--- config.mk ---
export PLATFORM = sky130hd
export DESIGN_NAME = host_stim_sequencer_flat
export DESIGN_NICKNAME = d
export VERILOG_FILES = /design/src/rtl/host_stim_sequencer_if.sv /design/src/rtl/host_stim_sequencer.sv /design/src/flat_wrapper.sv
export SDC_FILE = /design/constraint.sdc
export NUM_CORES = 1
export LEC_CHECK = 0
export CAP_MARGIN = 10
export CELL_PAD_IN_SITES_DETAIL_PLACEMENT = 0
export CELL_PAD_IN_SITES_GLOBAL_PLACEMENT = 1
export CORE_ASPECT_RATIO = 0.8
export CORE_MARGIN = 2
export CORE_UTILIZATION = 40
export DETAILED_ROUTE_END_ITERATION = 10
export GPL_TIMING_DRIVEN = 0
export PLACE_DENSITY_LB_ADDON = 0.05
export SLEW_MARGIN = 20
export SYNTH_ARGS = -nofsm -noshare
export SYNTH_HDL_FRONTEND = slang
export SYNTH_SLANG_ARGS = --single-unit
--- constraint.sdc ---
create_clock -name cpu_clk -period 6.1 [get_ports cpu_clk]
set_input_delay 1.22 -clock cpu_clk [delete_from_list [all_inputs] [get_ports cpu_clk]]
set_output_delay 1.22 -clock cpu_clk [all_outputs]
set_load 0.02 [all_outputs]
--- src/rtl/host_stim_sequencer_if.sv ---
// Host command bus and node-facing strobes of host_stim_sequencer.
// Defining HOST_STIM_CNT_EN adds the done_count/err_count statistics signals.
interface host_stim_sequencer_if #(
    parameter int NUM_NODES = 4
);
    // Handshake: a command transfers on the rising edge where cmd_valid && cmd_ready;
    // the host holds cmd_type/node/addr/data stable while cmd_valid is high and cmd_ready low.
    logic                 cmd_valid;
    logic                 cmd_ready;
    logic                 cmd_type;
    logic [7:0]           cmd_node;
    logic [31:0]          cmd_addr;
    logic [31:0]          cmd_data;
    logic [NUM_NODES-1:0] prog_load_enable;
    logic [NUM_NODES-1:0] prog_load_write;
    logic [31:0]          prog_load_addr;
    logic [31:0]          prog_load_data;
    logic [7:0]           ext_node_select;
    logic [7:0]           ext_neuron_id;
    logic [31:0]          ext_input_current;
    logic                 ext_input_valid;
    logic                 busy;
    logic                 err_pulse;
    logic [2:0]           dbg_state;
`ifdef HOST_STIM_CNT_EN
    logic [15:0]          done_count;
    logic [7:0]           err_count;
`endif

    modport master (
        output cmd_valid, cmd_type, cmd_node, cmd_addr, cmd_data,
`ifdef HOST_STIM_CNT_EN
        input  done_count, err_count,
`endif
        input  cmd_ready, prog_load_enable, prog_load_write, prog_load_addr,
               prog_load_data, ext_node_select, ext_neuron_id, ext_input_current,
               ext_input_valid, busy, err_pulse, dbg_state
    );

    modport slave (
        input  cmd_valid, cmd_type, cmd_node, cmd_addr, cmd_data,
`ifdef HOST_STIM_CNT_EN
        output done_count, err_count,
`endif
        output cmd_ready, prog_load_enable, prog_load_write, prog_load_addr,
               prog_load_data, ext_node_select, ext_neuron_id, ext_input_current,
               ext_input_valid, busy, err_pulse, dbg_state
    );
endinterface

--- src/rtl/host_stim_sequencer.sv ---
// Queues host commands and replays them as program-load writes or current injections
// (each injection followed by a trigger pulse). HOST_STIM_CNT_EN enables statistics counters.
module host_stim_sequencer #(
    parameter int MESH_SIZE_X          = 2,
    parameter int MESH_SIZE_Y          = 2,
    parameter int NUM_NEURONS_PER_BANK = 4,
    parameter int FIFO_DEPTH           = 4
) (
    input  logic                 cpu_clk,
    input  logic                 rst,
    host_stim_sequencer_if.slave bus
);
    localparam int NUM_NODES = MESH_SIZE_X * MESH_SIZE_Y;
    localparam int PTR_W     = $clog2(FIFO_DEPTH);
    localparam int CNT_W     = $clog2(FIFO_DEPTH + 1);

    typedef struct packed {
        logic        typ;
        logic [7:0]  node;
        logic [31:0] addr;
        logic [31:0] data;
    } cmd_t;

    typedef enum logic [2:0] {
        S_IDLE     = 3'd0,
        S_LOAD     = 3'd1,
        S_LOAD_REL = 3'd2,
        S_INJ      = 3'd3,
        S_INJ_GAP  = 3'd4,
        S_TRIG     = 3'd5,
        S_TRIG_REL = 3'd6
    } state_t;

    // Command queue
    cmd_t             fifo_q [FIFO_DEPTH];
    logic [PTR_W-1:0] wr_ptr_q;
    logic [PTR_W-1:0] rd_ptr_q;
    logic [CNT_W-1:0] count_q;
    logic             ready;
    logic             push;
    logic             pop;
    cmd_t             cmd_in;
    cmd_t             head;

    // Sequencer state and registered outputs
    state_t               state_q, state_d;
    logic [NUM_NODES-1:0] load_sel_q, load_sel_d;
    logic [31:0]          load_addr_q, load_addr_d;
    logic [31:0]          load_data_q, load_data_d;
    logic [7:0]           node_sel_q, node_sel_d;
    logic [7:0]           neuron_id_q, neuron_id_d;
    logic [31:0]          current_q, current_d;
    logic                 inj_valid_q, inj_valid_d;
    logic                 err_pulse_q, err_pulse_d;

    // Decode of the queue head
    logic [3:0]           head_x;
    logic [3:0]           head_y;
    logic                 node_ok;
    logic                 neuron_ok;
    logic                 cmd_ok;
    logic                 can_dispatch;
    logic [NUM_NODES-1:0] node_onehot;

    always_comb begin
        cmd_in      = '0;
        cmd_in.typ  = bus.cmd_type;
        cmd_in.node = bus.cmd_node;
        cmd_in.addr = bus.cmd_addr;
        cmd_in.data = bus.cmd_data;
    end

    assign ready = (count_q != CNT_W'(FIFO_DEPTH));
    assign push  = bus.cmd_valid && ready && !rst;
    assign head  = fifo_q[rd_ptr_q];

    // The release states dispatch like IDLE so queued commands run without a bubble.
    assign can_dispatch = (state_q == S_IDLE) || (state_q == S_LOAD_REL) ||
                          (state_q == S_TRIG_REL);
    assign pop          = can_dispatch && (count_q != '0);

    assign head_x      = head.node[3:0];
    assign head_y      = head.node[7:4];
    assign node_ok     = (int'(head_x) < MESH_SIZE_X) && (int'(head_y) < MESH_SIZE_Y);
    assign neuron_ok   = int'(head.addr[7:0]) < NUM_NEURONS_PER_BANK;
    assign cmd_ok      = node_ok && (!head.typ || neuron_ok);
    assign node_onehot = NUM_NODES'(1) << (int'(head_y) * MESH_SIZE_X + int'(head_x));

    always_ff @(posedge cpu_clk) begin
        if (push) begin
            fifo_q[wr_ptr_q] <= cmd_in;
        end
    end

    always_ff @(posedge cpu_clk) begin
        if (rst) begin
            wr_ptr_q <= '0;
            rd_ptr_q <= '0;
            count_q  <= '0;
        end else begin
            if (push) begin
                wr_ptr_q <= wr_ptr_q + PTR_W'(1);
            end
            if (pop) begin
                rd_ptr_q <= rd_ptr_q + PTR_W'(1);
            end
            case ({push, pop})
                2'b10:   count_q <= count_q + CNT_W'(1);
                2'b01:   count_q <= count_q - CNT_W'(1);
                default: count_q <= count_q;
            endcase
        end
    end

    always_comb begin
        state_d     = state_q;
        load_sel_d  = '0;
        inj_valid_d = 1'b0;
        err_pulse_d = 1'b0;
        load_addr_d = load_addr_q;
        load_data_d = load_data_q;
        node_sel_d  = node_sel_q;
        neuron_id_d = neuron_id_q;
        current_d   = current_q;

        case (state_q)
            S_LOAD: begin
                state_d = S_LOAD_REL;
            end
            S_INJ: begin
                state_d = S_INJ_GAP;
            end
            S_INJ_GAP: begin
                // Trigger register index is neuron*8+6, truncated to 8 bits.
                state_d     = S_TRIG;
                neuron_id_d = {neuron_id_q[4:0], 3'b110};
                current_d   = 32'h0000_0001;
                inj_valid_d = 1'b1;
            end
            S_TRIG: begin
                state_d = S_TRIG_REL;
            end
            default: begin
                state_d = S_IDLE;
                if (pop) begin
                    if (!cmd_ok) begin
                        err_pulse_d = 1'b1;
                    end else if (!head.typ) begin
                        state_d     = S_LOAD;
                        load_sel_d  = node_onehot;
                        load_addr_d = head.addr;
                        load_data_d = head.data;
                    end else begin
                        state_d     = S_INJ;
                        node_sel_d  = head.node;
                        neuron_id_d = head.addr[7:0];
                        current_d   = head.data;
                        inj_valid_d = 1'b1;
                    end
                end
            end
        endcase
    end

    always_ff @(posedge cpu_clk) begin
        if (rst) begin
            state_q     <= S_IDLE;
            load_sel_q  <= '0;
            load_addr_q <= '0;
            load_data_q <= '0;
            node_sel_q  <= '0;
            neuron_id_q <= '0;
            current_q   <= '0;
            inj_valid_q <= 1'b0;
            err_pulse_q <= 1'b0;
        end else begin
            state_q     <= state_d;
            load_sel_q  <= load_sel_d;
            load_addr_q <= load_addr_d;
            load_data_q <= load_data_d;
            node_sel_q  <= node_sel_d;
            neuron_id_q <= neuron_id_d;
            current_q   <= current_d;
            inj_valid_q <= inj_valid_d;
            err_pulse_q <= err_pulse_d;
        end
    end

`ifdef HOST_STIM_CNT_EN
    logic [15:0] done_count_q;
    logic [7:0]  err_count_q;

    // A command completes in its release state; err_count saturates rather than wraps.
    always_ff @(posedge cpu_clk) begin
        if (rst) begin
            done_count_q <= '0;
            err_count_q  <= '0;
        end else begin
            if ((state_q == S_LOAD_REL) || (state_q == S_TRIG_REL)) begin
                done_count_q <= done_count_q + 16'd1;
            end
            if (err_pulse_d && (err_count_q != 8'hFF)) begin
                err_count_q <= err_count_q + 8'd1;
            end
        end
    end

    assign bus.done_count = done_count_q;
    assign bus.err_count  = err_count_q;
`endif

    assign bus.cmd_ready         = ready;
    assign bus.prog_load_enable  = load_sel_q;
    assign bus.prog_load_write   = load_sel_q;
    assign bus.prog_load_addr    = load_addr_q;
    assign bus.prog_load_data    = load_data_q;
    assign bus.ext_node_select   = node_sel_q;
    assign bus.ext_neuron_id     = neuron_id_q;
    assign bus.ext_input_current = current_q;
    assign bus.ext_input_valid   = inj_valid_q;
    assign bus.busy              = (count_q != '0) || (state_q != S_IDLE);
    assign bus.err_pulse         = err_pulse_q;
    assign bus.dbg_state         = state_q;

    a_strobe_excl: assert property (@(posedge cpu_clk) !(inj_valid_q && (load_sel_q != '0)));
    a_count_bound: assert property (@(posedge cpu_clk) count_q <= CNT_W'(FIFO_DEPTH));

endmodule

--- src/flat_wrapper.sv ---
// flat-port wrapper written by rule: the top's interface ports become plain ports
module host_stim_sequencer_flat 
#(
    parameter int MESH_SIZE_X          = 2,
    parameter int MESH_SIZE_Y          = 2,
    parameter int NUM_NEURONS_PER_BANK = 4,
    parameter int FIFO_DEPTH           = 4
)
  (cpu_clk, rst, bus_cmd_valid, bus_cmd_type, bus_cmd_node, bus_cmd_addr, bus_cmd_data, bus_cmd_ready, bus_prog_load_enable, bus_prog_load_write, bus_prog_load_addr, bus_prog_load_data, bus_ext_node_select, bus_ext_neuron_id, bus_ext_input_current, bus_ext_input_valid, bus_busy, bus_err_pulse, bus_dbg_state);
  host_stim_sequencer_if #(.NUM_NODES(4)) bus_i ();
  input  logic cpu_clk;
  input  logic rst;
  input wire logic [$bits(bus_i.cmd_valid)-1:0] bus_cmd_valid;
  input wire logic [$bits(bus_i.cmd_type)-1:0] bus_cmd_type;
  input wire logic [$bits(bus_i.cmd_node)-1:0] bus_cmd_node;
  input wire logic [$bits(bus_i.cmd_addr)-1:0] bus_cmd_addr;
  input wire logic [$bits(bus_i.cmd_data)-1:0] bus_cmd_data;
  output wire logic [$bits(bus_i.cmd_ready)-1:0] bus_cmd_ready;
  output wire logic [$bits(bus_i.prog_load_enable)-1:0] bus_prog_load_enable;
  output wire logic [$bits(bus_i.prog_load_write)-1:0] bus_prog_load_write;
  output wire logic [$bits(bus_i.prog_load_addr)-1:0] bus_prog_load_addr;
  output wire logic [$bits(bus_i.prog_load_data)-1:0] bus_prog_load_data;
  output wire logic [$bits(bus_i.ext_node_select)-1:0] bus_ext_node_select;
  output wire logic [$bits(bus_i.ext_neuron_id)-1:0] bus_ext_neuron_id;
  output wire logic [$bits(bus_i.ext_input_current)-1:0] bus_ext_input_current;
  output wire logic [$bits(bus_i.ext_input_valid)-1:0] bus_ext_input_valid;
  output wire logic [$bits(bus_i.busy)-1:0] bus_busy;
  output wire logic [$bits(bus_i.err_pulse)-1:0] bus_err_pulse;
  output wire logic [$bits(bus_i.dbg_state)-1:0] bus_dbg_state;
  assign bus_i.cmd_valid = bus_cmd_valid;
  assign bus_i.cmd_type = bus_cmd_type;
  assign bus_i.cmd_node = bus_cmd_node;
  assign bus_i.cmd_addr = bus_cmd_addr;
  assign bus_i.cmd_data = bus_cmd_data;
  assign bus_cmd_ready = bus_i.cmd_ready;
  assign bus_prog_load_enable = bus_i.prog_load_enable;
  assign bus_prog_load_write = bus_i.prog_load_write;
  assign bus_prog_load_addr = bus_i.prog_load_addr;
  assign bus_prog_load_data = bus_i.prog_load_data;
  assign bus_ext_node_select = bus_i.ext_node_select;
  assign bus_ext_neuron_id = bus_i.ext_neuron_id;
  assign bus_ext_input_current = bus_i.ext_input_current;
  assign bus_ext_input_valid = bus_i.ext_input_valid;
  assign bus_busy = bus_i.busy;
  assign bus_err_pulse = bus_i.err_pulse;
  assign bus_dbg_state = bus_i.dbg_state;
  host_stim_sequencer #(.MESH_SIZE_X(MESH_SIZE_X), .MESH_SIZE_Y(MESH_SIZE_Y), .NUM_NEURONS_PER_BANK(NUM_NEURONS_PER_BANK), .FIFO_DEPTH(FIFO_DEPTH)) u_core (.cpu_clk(cpu_clk), .rst(rst), .bus(bus_i));
endmodule
-- Word-level counts from Yosys, hierarchy flattened
Memory sizes are Yosys's and may differ from the RTL's. A register that Yosys moved wholly into a read port is not among the register bits.
Cells that the tools add are included.
- flip-flop bits (word level): 128
- memory bits (writable): 292
- bits of input ports: 76
- output and inout port bits: 127
- logic and storage cells: 83
- memories kept: 1
- add/subtract/negate cells: 5
- magnitude comparators: 3
- eq/ne operators: 9
- shift operators: 1
- mux-type cells: 22
- bitwise gates (word level): 5
- reduce and logical (&&, ||, !) cells: 25
- memory list (memory ; words ; width ; read ports ; clocked after Yosys merged registers in ; wr ports ; line ; text):
    u_core.fifo_q ; 4 ; 73 ; 1 ; 1 ; 1 ; host_stim_sequencer.sv:35 ; cmd_t fifo_q [FIFO_DEPTH];
- operators with widths (kind ; count):
    $mux 32 ; 3
    $pmux 32 s2 ; 1
    $shl 1x32->4 const A ; 1
    $mux 8 ; 3
    $pmux 8 s2 ; 1
    $pmux 3 s4 ; 1
    $reduce_and 4->1 ; 3
    $eq 3x3->1 const B ; 3
    $lt 4x2->1 const B ; 2
    $lt 8x3->1 const B ; 1
    $reduce_bool 2->1 ; 4
    $reduce_or 8->1 ; 1
    $add 5x4->6 ; 1
    $eq 3x2->1 const B ; 2
    $mux 1 ; 6
    $mux 2 ; 3
    $mux 3 ; 2
    $pmux 3 s2 ; 1
    $reduce_bool 3->1 ; 2
    $reduce_or 6->1 ; 1
    $logic_and 1x1->1 ; 5
    $not 1->1 ; 5
    $add 2x1->2 const B ; 2
    $logic_or 1x1->1 ; 4
    11 further kinds ; 12

-- Longest topological paths before layout
- depth in word-level cells: 6
- mapped depth: 11
- gate-level depth less buffers: 11

-- Worst setup path before layout
No wires, ideal clock.
- path kind: input-to-reg
- from: input rst
- to: memory u_core.fifo_q[0][0] in the netlist's numbering (enable)
- setup time: 0.439 ns
- arrival: 3.318 ns
- data required time: 5.661 ns
- slack: 2.343 ns
- stages: 3
- path buffers: 1
- path through: clkbuf_1 -> nor2_1 -> and2_1
- cells in the longest elaborated chain, start to end: 4
- ends and longest elaborated chain (what ; line ; text):
    from (decl) ; flat_wrapper.sv:12 ; input logic rst;
    $logic_not 1->1 ; host_stim_sequencer.sv:74 ; assign push = bus.cmd_valid && ready && !rst;
    $logic_and 1x1->1 ; host_stim_sequencer.sv:74 ;
    $mux 1 ; host_stim_sequencer.sv:90 ; if (push) begin
    $mux 1 (not written as such) ; host_stim_sequencer.sv:91 ; fifo_q[wr_ptr_q] <= cmd_in;
    to (decl) ; host_stim_sequencer.sv:35 ;
Every way passes these cells.

==> results.md <==
- Status: finished clean
- FILL cells: around 3200
- Port Buf Inserts: between 200 and 250
- RSZ-0062 raised after global routing: no
- Slowest cell on the critical path: buf_1
- Worst setup SP type: flip-flop
- Post-CTS resize count: 0
- Mapped Area: 15700 sq um
- Critical Path RT: 6.55 ns
- Simple-Gate Fraction of Synth Area: 5.08%
- R2R cell count: 9
- Syn_nets: 989
- GPL Wtd Cong: 0.717
- Post-layout util: 51.8%
- Max Cap Viol: 0
- Via density: 5.09
- Fin worst setup slack: ~1.6 ns
- Initial antenna violation count: 3
- Period Utilization, post-route: 73.6%
- DR iter-0 viols: 623
- Max Slew Vio Count: 0
- Final net count: between 1000 and 1500
- Min-Delay Endpoint: u_core.bus.ext_neuron_id[5]
- Number of global-route vias before repair: between 9000 and 10000
- Clk pwr share: 37.4%
- Min Tclk post-route: 4.49 ns
- Max IR drop VDD: between 200 and 250 uV
- GRT Util Overall: 19.2%
- Final hold vios: 0
- Clock-pin slew on the worst setup and hold paths: roughly 0.06 ns
- Synth Area in XOR/XNOR: less than 1%
- Post-synthesis mux area share: 14.5%
- Core outline area: 38500 sq um
- Starting Density: 40.9%
- Sw Share: 24.8%
- Max clock buf depth: 3
- Chip height: 181 microns
- Cell count of the worst hold path: 2
- Power per Cell Area: 352 nW/um^2
- Layout cells sized above 1: 17.8%
- Pre-antenna DRT Iters: 4
- Row count: 64
- Comb power frac: ~17%
- Num CTS Buffers: 43
- Relative slew slack: 36.1%
- H-Tree Depth: 2
- Sequential area share after synthesis: between 70% and 80%
- CTS tree: yes
- Synthesized area per cell: roughly 17 sq um
- Die Area: 41000 sq um
- Critical Path AT: 4.93 ns
- Post-synthesis adder-cell area fraction: 0.890%
- Grt ovf: 0
- DP Area: around 19000 sq um
- R2R setup slack: 1.61 ns
- Setup TNS: 0 ns
- Critical path class: flip-flop to flip-flop
- Hold Startpoint: u_core.bus.ext_neuron_id[2]
- Final count of negative-setup-slack endpoints: 0
- Clock Skew: 0.0209 ns
- Area Overhead vs Synth: 26.8%
- Internal: 5290 uW
- Post-synthesis compound-gate area fraction: 4.71%
- Reg2reg end: u_core.bus.prog_load_enable[0]
- I/O Pins: 203
- Via count: 8740
- Drt drc: 0
- Slew @ Worst Pin: 0.959 ns
- Crit-path cells: clkbuf_1 -> buf_1 -> clkbuf_1 -> mux4_2 -> ha_1 -> fa_1 -> nor2_1 -> or4b_2 -> nor3_1
- WL/cell: 22.5 microns
- Post-cts hold buffer count: 0
- First-pass GRT wire length: a little under 60000 microns
- FF+latch count, synth: 422
- Post-CTS Setup Repair Bufs: 0
- Leak Pwr: 0.00626 uW
- Crit path max fanout: 10
- Part of the power in registers: 46.0%
- Yosys warns: 0
- Worst setup EP type: flip-flop
- CTS root buf: clkbuf_16
- Fmax: approximately 220 MHz
- Largest net degree at the start of global routing: 41
- Fin area: 20000 sq um
- Die W: 226 microns
- HP Class: flip-flop to flip-flop
- ANT nets after route: 0
- WL final: 38700 microns
- Crit path top cell by count: clkbuf_1
- Clock sinks: 422
- Clk_lat worst skew: 0.54 ns
- Yosys cell types: 40
- Cell count after synthesis: 903
- CP max stage delay: 0.71 ns
- DP HPWL: 25200 microns
- Switching power: 1750 uW
- Largest family of logic cells by synthesized area: multiplexers
- Setup Slack @ Placement: about 1.6 ns
flip-flops by register name, summed over array words and instances (netlist names), named ones only:
| name | count |
|---|---|
| u_core.bus.prog_load_enable | 4 |
| u_core.bus.ext_input_valid | 1 |
| u_core.count_q | 3 |
| u_core.bus.ext_neuron_id | 8 |
| u_core.wr_ptr_q | 2 |
| u_core.bus.dbg_state | 3 |
| u_core.bus.ext_input_current | 32 |
| u_core.fifo_q | 292 |
| u_core.bus.ext_node_select | 8 |
| u_core.bus.prog_load_addr | 32 |
| u_core.bus.prog_load_data | 32 |
| u_core.rd_ptr_q | 2 |
| u_core.bus.err_pulse | 1 |
how the worst max path moves through the flow:
stage	from	end	cells past startpoint
after floorplan	rst	u_core.fifo_q[0][0]	3
after global placement	bus_cmd_valid	u_core.fifo_q[0][4]	4
after detailed placement	flip-flop	u_core.bus.prog_load_enable[2]	9
after CTS	flip-flop	u_core.bus.prog_load_enable[2]	9
after global routing	flip-flop	u_core.bus.prog_load_enable[0]	9
final	flip-flop	u_core.bus.prog_load_enable[0]	9
cell families (layout without fill, tap and decap cells):
family,Yosys count,after routing
flip-flops,422,422
AO/OA/AOI/OAI,94,94
adder cells (fa/ha/maj),10,10
buffers and inverters,70,354
AND/OR/NAND/NOR,165,165
other,0,3
XOR/XNOR,5,5
multiplexers,137,137
critical path: cells and delay by family, from the launching register on:
kind / cells / cell delay, ns
fa+ha+maj: 2 / 0.75
buf+inv: 3 / 1.86
flops: 1 / 0.31
mux: 1 / 0.46
simple gates: 3 / 1.01
placed cells by master (no fill, tap or decap), types with 7 or more instances in the layout:
cell             netlist  layout
clkbuf_8               0       7
clkbuf_16              0      45
nor2_1                78      78
o211ai_2              35      35
clkbuf_1              31      40
nand2_1               10      10
nor3_1                 7       7
ha_1                   8       8
mux2i_1               64      64
clkdlybuf4s50_1        0     201
a21oi_1               48      48
inv_1                  8       8
edfxtp_1             292     292
buf_1                  9       8
dfxtp_1              130     130
nand3_1               41      41
mux4_2                73      73
clkinv_2               0      10
buf_6                 10      10
final cells by class:
cell class	count	area [sq um]	area share, %
Antenna cell	3	7.51	0.0376
Multi-Input combinational cell	411	4020	20.1
Inverter	8	30.0	0.150
Sequential cell	422	11400	57.0
Clock inverter	18	159	0.796
Timing Repair Buffer	205	2120	10.6
Clock buffer	61	1260	6.29
Buffer	62	339	1.70
Tap cell	528	661	3.31
metal layers:
layer / vias to the layer above / GRT usage, % / part of all wire (%)
li1: 4018 / - / -
met1: 4472 / 27.7 / 47
met2: 201 / 30.1 / 46
met3: 49 / 4.17 / 5.6
met4: 0 / 4.13 / 1.6
met5: - / 0 / 0
cells in the mapped netlist:
cell,n,share of area [%]
nand3_1,41,1.3
o21ai_1,5,0.16
nor4_2,1,0.079
buf_6,10,0.72
nor3b_1,6,0.29
mux2i_1,64,4.1
a31oi_1,2,0.079
nor2_1,78,1.9
or2_2,2,0.079
xnor2_1,2,0.11
edfxtp_1,292,56
or4_4,1,0.071
and2_1,5,0.20
a311oi_1,1,0.056
nor2_2,1,0.040
clkbuf_1,31,0.74
o31ai_1,1,0.048
xor2_1,3,0.17
buf_2,6,0.19
or4_1,1,0.048
or4b_2,1,0.064
buf_1,9,0.21
or4b_1,1,0.064
dfxtp_1,130,17
ha_1,8,0.64
nor3_1,7,0.22
buf_4,6,0.29
a21oi_1,48,1.5
nand2_1,10,0.24
nand2b_1,2,0.079
nor4b_4,1,0.15
o211ai_2,35,2.8
o21ai_0,2,0.064
fa_1,2,0.25
or3_1,2,0.079
mux4_2,73,10
inv_1,8,0.19
nor2b_1,2,0.079
nand3b_1,2,0.095
nor4_1,1,0.040
power groups by stage:
stage	sequential (uW)	clock, uW	combinational [uW]
5_1_grt	3250	2810	1280
4_1_cts	3240	2700	1200
3_3_place_gp	3310	0	1170
3_5_place_dp	3300	0	1190
2_1_floorplan	3310	0	784
6_report	3240	2630	1170
stage by stage:
step | hold slack (ns) | cells | total power [uW]
2_1_floorplan | 0.469 | 903 | 4090
3_3_place_gp | 0.457 | 1632 | 4480
3_5_place_dp | 0.464 | 1636 | 4490
4_1_cts | 0.476 | 1715 | 7140
5_1_grt | 0.489 | 1716 | 7330
6_report | 0.475 | 1718 | 7030
No activity file was read; power rests on OpenSTA's default activity.
